--- config.mk ---
export PLATFORM = sky130hd
export DESIGN_NAME = sap_sequencer_flat
export DESIGN_NICKNAME = d
export VERILOG_FILES = /design/src/rtl/sap_pkg.sv /design/src/rtl/sap_sequencer_if.sv /design/src/rtl/sap_step_ctrl.sv /design/src/rtl/sap_sequencer.sv /design/src/flat_wrapper.sv
export SDC_FILE = /design/constraint.sdc
export NUM_CORES = 1
export LEC_CHECK = 0
export BUFFER_PORTS_ARGS = -buffer_cell sky130_fd_sc_hd__buf_2
export CAP_MARGIN = 15
export CORE_MARGIN = 2
export CORE_UTILIZATION = 51
export CTS_CLUSTER_SIZE = 28
export DETAILED_ROUTE_END_ITERATION = 6
export GPL_ROUTABILITY_DRIVEN = 0
export PLACE_DENSITY = 0.83
export RECOVER_POWER = 100
export SYNTH_ARGS = -nofsm -noshare
export SYNTH_HDL_FRONTEND = slang
export SYNTH_HIERARCHICAL = 1
export SYNTH_SLANG_ARGS = --single-unit
--- constraint.sdc ---
create_clock -name CLK -period 5.9 [get_ports CLK]
set_clock_uncertainty 0.2 [all_clocks]
set_input_delay 0.885 -clock CLK [delete_from_list [all_inputs] [get_ports CLK]]
set_output_delay 0.885 -clock CLK [all_outputs]
set_load 0.01 [all_outputs]
--- src/rtl/sap_pkg.sv ---
// rtl/sap_pkg.sv - shared widths, opcodes, control-word layout and T-state encoding for the SAP-1 sequencer
package sap_pkg;

  localparam int CW_W = 16;
  localparam int OP_W = 4;
  localparam int NT   = 6;

  // Opcodes decoded from the IR upper nibble
  localparam logic [OP_W-1:0] OP_LDA = 4'b0000;
  localparam logic [OP_W-1:0] OP_ADD = 4'b0001;
  localparam logic [OP_W-1:0] OP_SUB = 4'b0010;
  localparam logic [OP_W-1:0] OP_OUT = 4'b1110;
  localparam logic [OP_W-1:0] OP_HLT = 4'b1111;

  // Bit positions inside the control word; names ending in _ are active-low
  localparam int CW_CP  = 15;
  localparam int CW_EP  = 14;
  localparam int CW_LM_ = 13;
  localparam int CW_CE_ = 12;
  localparam int CW_LI_ = 11;
  localparam int CW_EI_ = 10;
  localparam int CW_LA_ = 9;
  localparam int CW_EA  = 8;
  localparam int CW_EB  = 7;
  localparam int CW_EC  = 6;
  localparam int CW_SU1 = 5;
  localparam int CW_SU0 = 4;
  localparam int CW_EU  = 3;
  localparam int CW_LB_ = 2;
  localparam int CW_LC_ = 1;
  localparam int CW_LO_ = 0;

  // ALU function select carried in the Su field
  localparam logic [1:0] SU_ADD = 2'b00;
  localparam logic [1:0] SU_SUB = 2'b01;

  // Named control words: every active-low load/enable deasserted is the NOP
  localparam logic [CW_W-1:0] CW_NOP    = 16'h3E07;
  localparam logic [CW_W-1:0] CW_T1     = 16'h5E07;
  localparam logic [CW_W-1:0] CW_T2     = 16'hBE07;
  localparam logic [CW_W-1:0] CW_T3     = 16'h2607;
  localparam logic [CW_W-1:0] CW_LDA_T4 = 16'h1A07;
  localparam logic [CW_W-1:0] CW_LDA_T5 = 16'h2C07;
  localparam logic [CW_W-1:0] CW_ADD_T5 = 16'h2E03;
  localparam logic [CW_W-1:0] CW_ADD_T6 = 16'h3C0F;
  localparam logic [CW_W-1:0] CW_SUB_T6 = 16'h3C1F;
  localparam logic [CW_W-1:0] CW_OUT_T4 = 16'h3F06;

  // One-hot ring counter states, bit0 = T1
  typedef enum logic [NT-1:0] {
    T1 = 6'b000001,
    T2 = 6'b000010,
    T3 = 6'b000100,
    T4 = 6'b001000,
    T5 = 6'b010000,
    T6 = 6'b100000
  } t_state_e;

endpackage

--- src/rtl/sap_sequencer_if.sv ---
// rtl/sap_sequencer_if.sv - opcode/mode inputs and control-word/status outputs of the sequencer
interface sap_sequencer_if
  import sap_pkg::*;
();

  logic [OP_W-1:0] opcode;
  logic            run;
  logic            step;
  logic [CW_W-1:0] con;
  logic [NT-1:0]   t_state;
  logic            halted;

  // Driver side: front panel and IR
  modport master (
    output opcode, run, step,
    input  con, t_state, halted
  );

  // Sequencer side
  modport slave (
    input  opcode, run, step,
    output con, t_state, halted
  );

endinterface

--- src/rtl/sap_step_ctrl.sv ---
// rtl/sap_step_ctrl.sv - step edge detect and T-state advance qualifier
module sap_step_ctrl (
  input  logic CLK,
  input  logic CLR,
  input  logic run,
  input  logic step,
  input  logic halted,
  output logic adv
);

  logic step_d;
  logic step_q;

  // Track the previous step level so a held button counts once
  always_comb begin
    step_d = step;
  end

  // Edge-detect history register, cleared by reset
  always_ff @(posedge CLK or negedge CLR) begin
    if (!CLR) begin
      step_q <= 1'b0;
    end else begin
      step_q <= step_d;
    end
  end

  // Free-run advances every cycle; step mode advances only on a fresh rising edge
  assign adv = CLR & ~halted & (run | (step & ~step_q));

endmodule

--- src/rtl/sap_sequencer.sv ---
// rtl/sap_sequencer.sv - SAP-1 microsequencer: T-state ring, HLT latch and control-word decode
module sap_sequencer
  import sap_pkg::*;
(
  input  logic           CLK,
  input  logic           CLR,
  sap_sequencer_if.slave bus
);

  t_state_e        state_d;
  t_state_e        state_q;
  logic            halted_d;
  logic            halted_q;
  logic            adv;
  logic [CW_W-1:0] cw;

  sap_step_ctrl u_step_ctrl (
    .CLK    (CLK),
    .CLR    (CLR),
    .run    (bus.run),
    .step   (bus.step),
    .halted (halted_q),
    .adv    (adv)
  );

  // Next T-state: rotate on advance, except HLT which parks at T4 and latches halted
  always_comb begin
    state_d  = state_q;
    halted_d = halted_q;
    if (adv) begin
      if (state_q == T4 && bus.opcode == OP_HLT) begin
        halted_d = 1'b1;
      end else begin
        case (state_q)
          T1:      state_d = T2;
          T2:      state_d = T3;
          T3:      state_d = T4;
          T4:      state_d = T5;
          T5:      state_d = T6;
          T6:      state_d = T1;
          default: state_d = T1;
        endcase
      end
    end
  end

  // Ring counter and halt latch; reset aborts any instruction in flight
  always_ff @(posedge CLK or negedge CLR) begin
    if (!CLR) begin
      state_q  <= T1;
      halted_q <= 1'b0;
    end else begin
      state_q  <= state_d;
      halted_q <= halted_d;
    end
  end

  // Decode (T-state, opcode) into the control word for this T-state
  always_comb begin
    cw = CW_NOP;
    case (state_q)
      T1: cw = CW_T1;
      T2: cw = CW_T2;
      T3: cw = CW_T3;
      T4: begin
        case (bus.opcode)
          OP_LDA, OP_ADD, OP_SUB: cw = CW_LDA_T4;
          OP_OUT:                 cw = CW_OUT_T4;
          default:                cw = CW_NOP;
        endcase
      end
      T5: begin
        case (bus.opcode)
          OP_LDA:         cw = CW_LDA_T5;
          OP_ADD, OP_SUB: cw = CW_ADD_T5;
          default:        cw = CW_NOP;
        endcase
      end
      T6: begin
        case (bus.opcode)
          OP_ADD:  cw = CW_ADD_T6;
          OP_SUB:  cw = CW_SUB_T6;
          default: cw = CW_NOP;
        endcase
      end
      default: cw = CW_NOP;
    endcase
  end

  // Only a cycle that will actually advance may drive CP, enables or loads
  always_comb begin
    bus.con     = adv ? cw : CW_NOP;
    bus.t_state = state_q;
    bus.halted  = halted_q;
  end

endmodule

--- src/flat_wrapper.sv ---
// flat-port wrapper written by rule: the top's interface ports become plain ports
module sap_sequencer_flat import sap_pkg::*;
  (CLK, CLR, bus_opcode, bus_run, bus_step, bus_con, bus_t_state, bus_halted);
  sap_sequencer_if bus_i ();
  input  logic CLK;
  input  logic CLR;
  input wire logic [$bits(bus_i.opcode)-1:0] bus_opcode;
  input wire logic [$bits(bus_i.run)-1:0] bus_run;
  input wire logic [$bits(bus_i.step)-1:0] bus_step;
  output wire logic [$bits(bus_i.con)-1:0] bus_con;
  output wire logic [$bits(bus_i.t_state)-1:0] bus_t_state;
  output wire logic [$bits(bus_i.halted)-1:0] bus_halted;
  assign bus_i.opcode = bus_opcode;
  assign bus_i.run = bus_run;
  assign bus_i.step = bus_step;
  assign bus_con = bus_i.con;
  assign bus_t_state = bus_i.t_state;
  assign bus_halted = bus_i.halted;
  sap_sequencer u_core (.CLK(CLK), .CLR(CLR), .bus(bus_i));
endmodule
==> impl_metrics.env <==
export IMPL_async_reset_ff_share_pct=100.0
export IMPL_yosysWarnings=6
export IMPL_ys_ff_latch=8
export IMPL_routed_wl_mm=1.721
export IMPL_tightest_slew_ps=577.0
export IMPL_path_clk_slew_ps=50
export IMPL_grt_use_total_pct=20.45
export IMPL_cp_start_kind="input pin"
export IMPL_antenna_left=0
export IMPL_cts_setup_buffers=0
export IMPL_max_slew_margin_pct=61.30
export IMPL_initial_utilization_pct=52.98
export IMPL_layout_commonest_cell="clkbuf_1"
export IMPL_drtIter0Drc=18
export IMPL_core_area_um2=1471
export IMPL_setup_viol=0
export IMPL_cp_data_arrival_time_ps=2700
export IMPL_cts_path_max_buffers=2
export IMPL_drtPass1Iterations=4
export IMPL_yosysTopAreaCell="dfrtp_1"
export IMPL_io_pins=31
export IMPL_status="completed"
export IMPL_holdCritPathClass="flip-flop to flip-flop"
export IMPL_hold_violations=0
export IMPL_syn_to_final_growth_pct=7.544
export IMPL_ir_drop_v=0.0002457
export IMPL_finalCritPeriodShare_pct=64.12
export IMPL_fin_tns_setup_ps=0
export IMPL_layout_nets=118
export IMPL_ys_flop_type="dfrtp_1"
export IMPL_numCtsBuffers=3
export IMPL_synthesis_area_um2=779.5
export IMPL_min_period_ps=3783
export IMPL_power_leakage_uw=0.0003725
export IMPL_r2r_start="u_core/bus.t_state[0]"
export IMPL_worst_hold_startpoint="u_core/bus.halted"
export IMPL_clkLatencyLatePin_ps=250
export IMPL_n_fill_cell=151
export IMPL_antenna_found_initial=0
export IMPL_cap_violations=0
export IMPL_maxSlewViolCount=0
export IMPL_root_buffer="clkbuf_4"
export IMPL_cp_max_fo=10
export IMPL_drive_gt1_share_pct=20.18
export IMPL_ys_types=41
export IMPL_cp_required_ps=4820
export IMPL_fp_row_count=14
export IMPL_overflow=0
export IMPL_cts_htree_levels=1
export IMPL_reg2reg_depth=4
export IMPL_die_area_um2=1857
export IMPL_grt_pass1_vias=651
export IMPL_post_dp_hpwl_mm=1.336
export IMPL_vias_per_cell=5.776
export IMPL_grt_max_degree=12
export IMPL_max_freq_mhz=264.3
export IMPL_wl_per_cell_um=13.77
export IMPL_power_per_cell_area_nw_per_um2=354.2
export IMPL_antennaDiodeCount=0
export IMPL_die_x_um=43.10
export IMPL_synth_area_top_cells="dfrtp_1 (22%), nor4_4 (5.5%), buf_4 (4.8%), buf_6 (4.3%), or4_4 (4.3%)"
export IMPL_portBuffers=26
export IMPL_synth_cells=89
export IMPL_dr_total_vias=722
export IMPL_cts_num_sinks=8
export IMPL_cts_tree="built"
export IMPL_ys_seq_area_share_pct=25.84
export IMPL_hold_buffers=0
export IMPL_hold_depth=1
export IMPL_layout_common_cells="clkbuf_1 (18), buf_2 (9), nor2_1 (8)"
export IMPL_r2r_end="u_core/bus.t_state[0]"
export IMPL_postCtsResizedCells=0
export IMPL_final_core_utilization_pct=56.97
export IMPL_route_detailed_drc=0
export IMPL_ff2ff_setup_slack_ps=3920
export IMPL_cp_end_kind="primary output"
export IMPL_worst_setup_path_type="input pin to primary output"
export IMPL_synth_top_area_share_pct=22.47
export IMPL_chipHeight_um=43.10
export IMPL_grt_pass1_wl_mm=2.925
export IMPL_rsz0062_at_grt="no"
export IMPL_avgSynthCellArea_um2=8.758
export IMPL_min_to="u_core/bus.halted"
export IMPL_synth_edf_count=0
==> flip-flops by register name, summed over array words and instances (netlist names) <==
name,cells
u_core/bus.halted,1
u_core/bus.t_state,6
u_core/u_step_ctrl/step_q,1
==> power breakdown <==
part | switching [uW] | total [uW] | internal (uW)
registers | 38.3 | 107 | 68.2
logic | 78.0 | 146 | 68.4
clock network | 18.1 | 43.9 | 25.8
total | 134 | 297 | 163
==> layout make-up <==
type | instances | area [um^2] | share of cell area (%)
multi-input combinational | 67 | 466.7 | 55.67
sequential | 8 | 201.4 | 24.03
timing repair buffer | 26 | 108.9 | 12.99
clock buffer | 4 | 26.28 | 3.134
tap | 16 | 20.02 | 2.388
inverter | 4 | 15.01 | 1.791
==> layer usage <==
metal / track usage (%) / vias to the layer above / share of wire, %
li1: - / 354 / -
met1: 27.70 / 348 / 43
met2: 32.54 / 20 / 51
met3: 5.957 / 0 / 5.3
met4: 3.636 / 0 / 0
met5: 0 / - / 0
==> Yosys cell counts (2+ instances only) <==
cell type and instances:
o21ai_0 5, buf_4 5, conb_1 2, buf_6 3, dfrtp_1 7, a21oi_1 3, buf_2 2, inv_1 2
nor2_1 8, nand2b_1 4, or4_4 3, nor4_4 2, and3_1 3, a21o_1 3, nand3_2 2, nand3_1 3
nor3_1 2, xor2_1 3, nand2_1 4, o211ai_1 2
==> logic make-up (layout without fill, tap and decap cells) <==
logic type | Yosys count | count (layout) | share of synthesized area, %
and+or+nand+nor | 40 | 40 | 36.76
buffers and inverters | 16 | 34 | 14.77
AOI/OAI and AO/OA | 19 | 19 | 16.85
DFF | 8 | 8 | 25.84
other | 2 | 4 | 0.9634
muxes | 1 | 1 | 1.445
xor gates and xnor gates | 3 | 3 | 3.371
==> worst max path at each step <==
stage | slack, ps | cells past startpoint | end | start
2_1_floorplan | 2550 | 6 | bus_con[8] | bus_step
3_3_place_gp | 2420 | 6 | bus_con[8] | CLR
4_1_cts | 2350 | 6 | bus_con[8] | CLR
6_report | 2120 | 6 | bus_con[8] | CLR
5_1_grt | 1900 | 6 | bus_con[8] | CLR
3_5_place_dp | 2360 | 6 | bus_con[8] | CLR
==> worst max-delay path: stages <==
cell,delay [ps]
clkbuf_1,340
o211a_1,370
clkinv_1,260
or4_1,630
inv_2,70
clkbuf_1,140
==> through the flow <==
stage / std cells / hold slack, ps / instance area [um^2] / setup slack (ps) / power (uW)
5_1_grt: 125 / 325.0 / 838.3 / 1904 / 324.2
3_5_place_dp: 121 / 286.0 / 837.1 / 2361 / 257.0
2_1_floorplan: 91 / 310.5 / 787.0 / 2550 / 239.0
4_1_cts: 125 / 258.0 / 863.3 / 2354 / 302.9
6_report: 125 / 297.0 / 838.3 / 2117 / 297.0
3_3_place_gp: 121 / 275.4 / 837.1 / 2420 / 255.3
(Power assumes the default switching activity.)
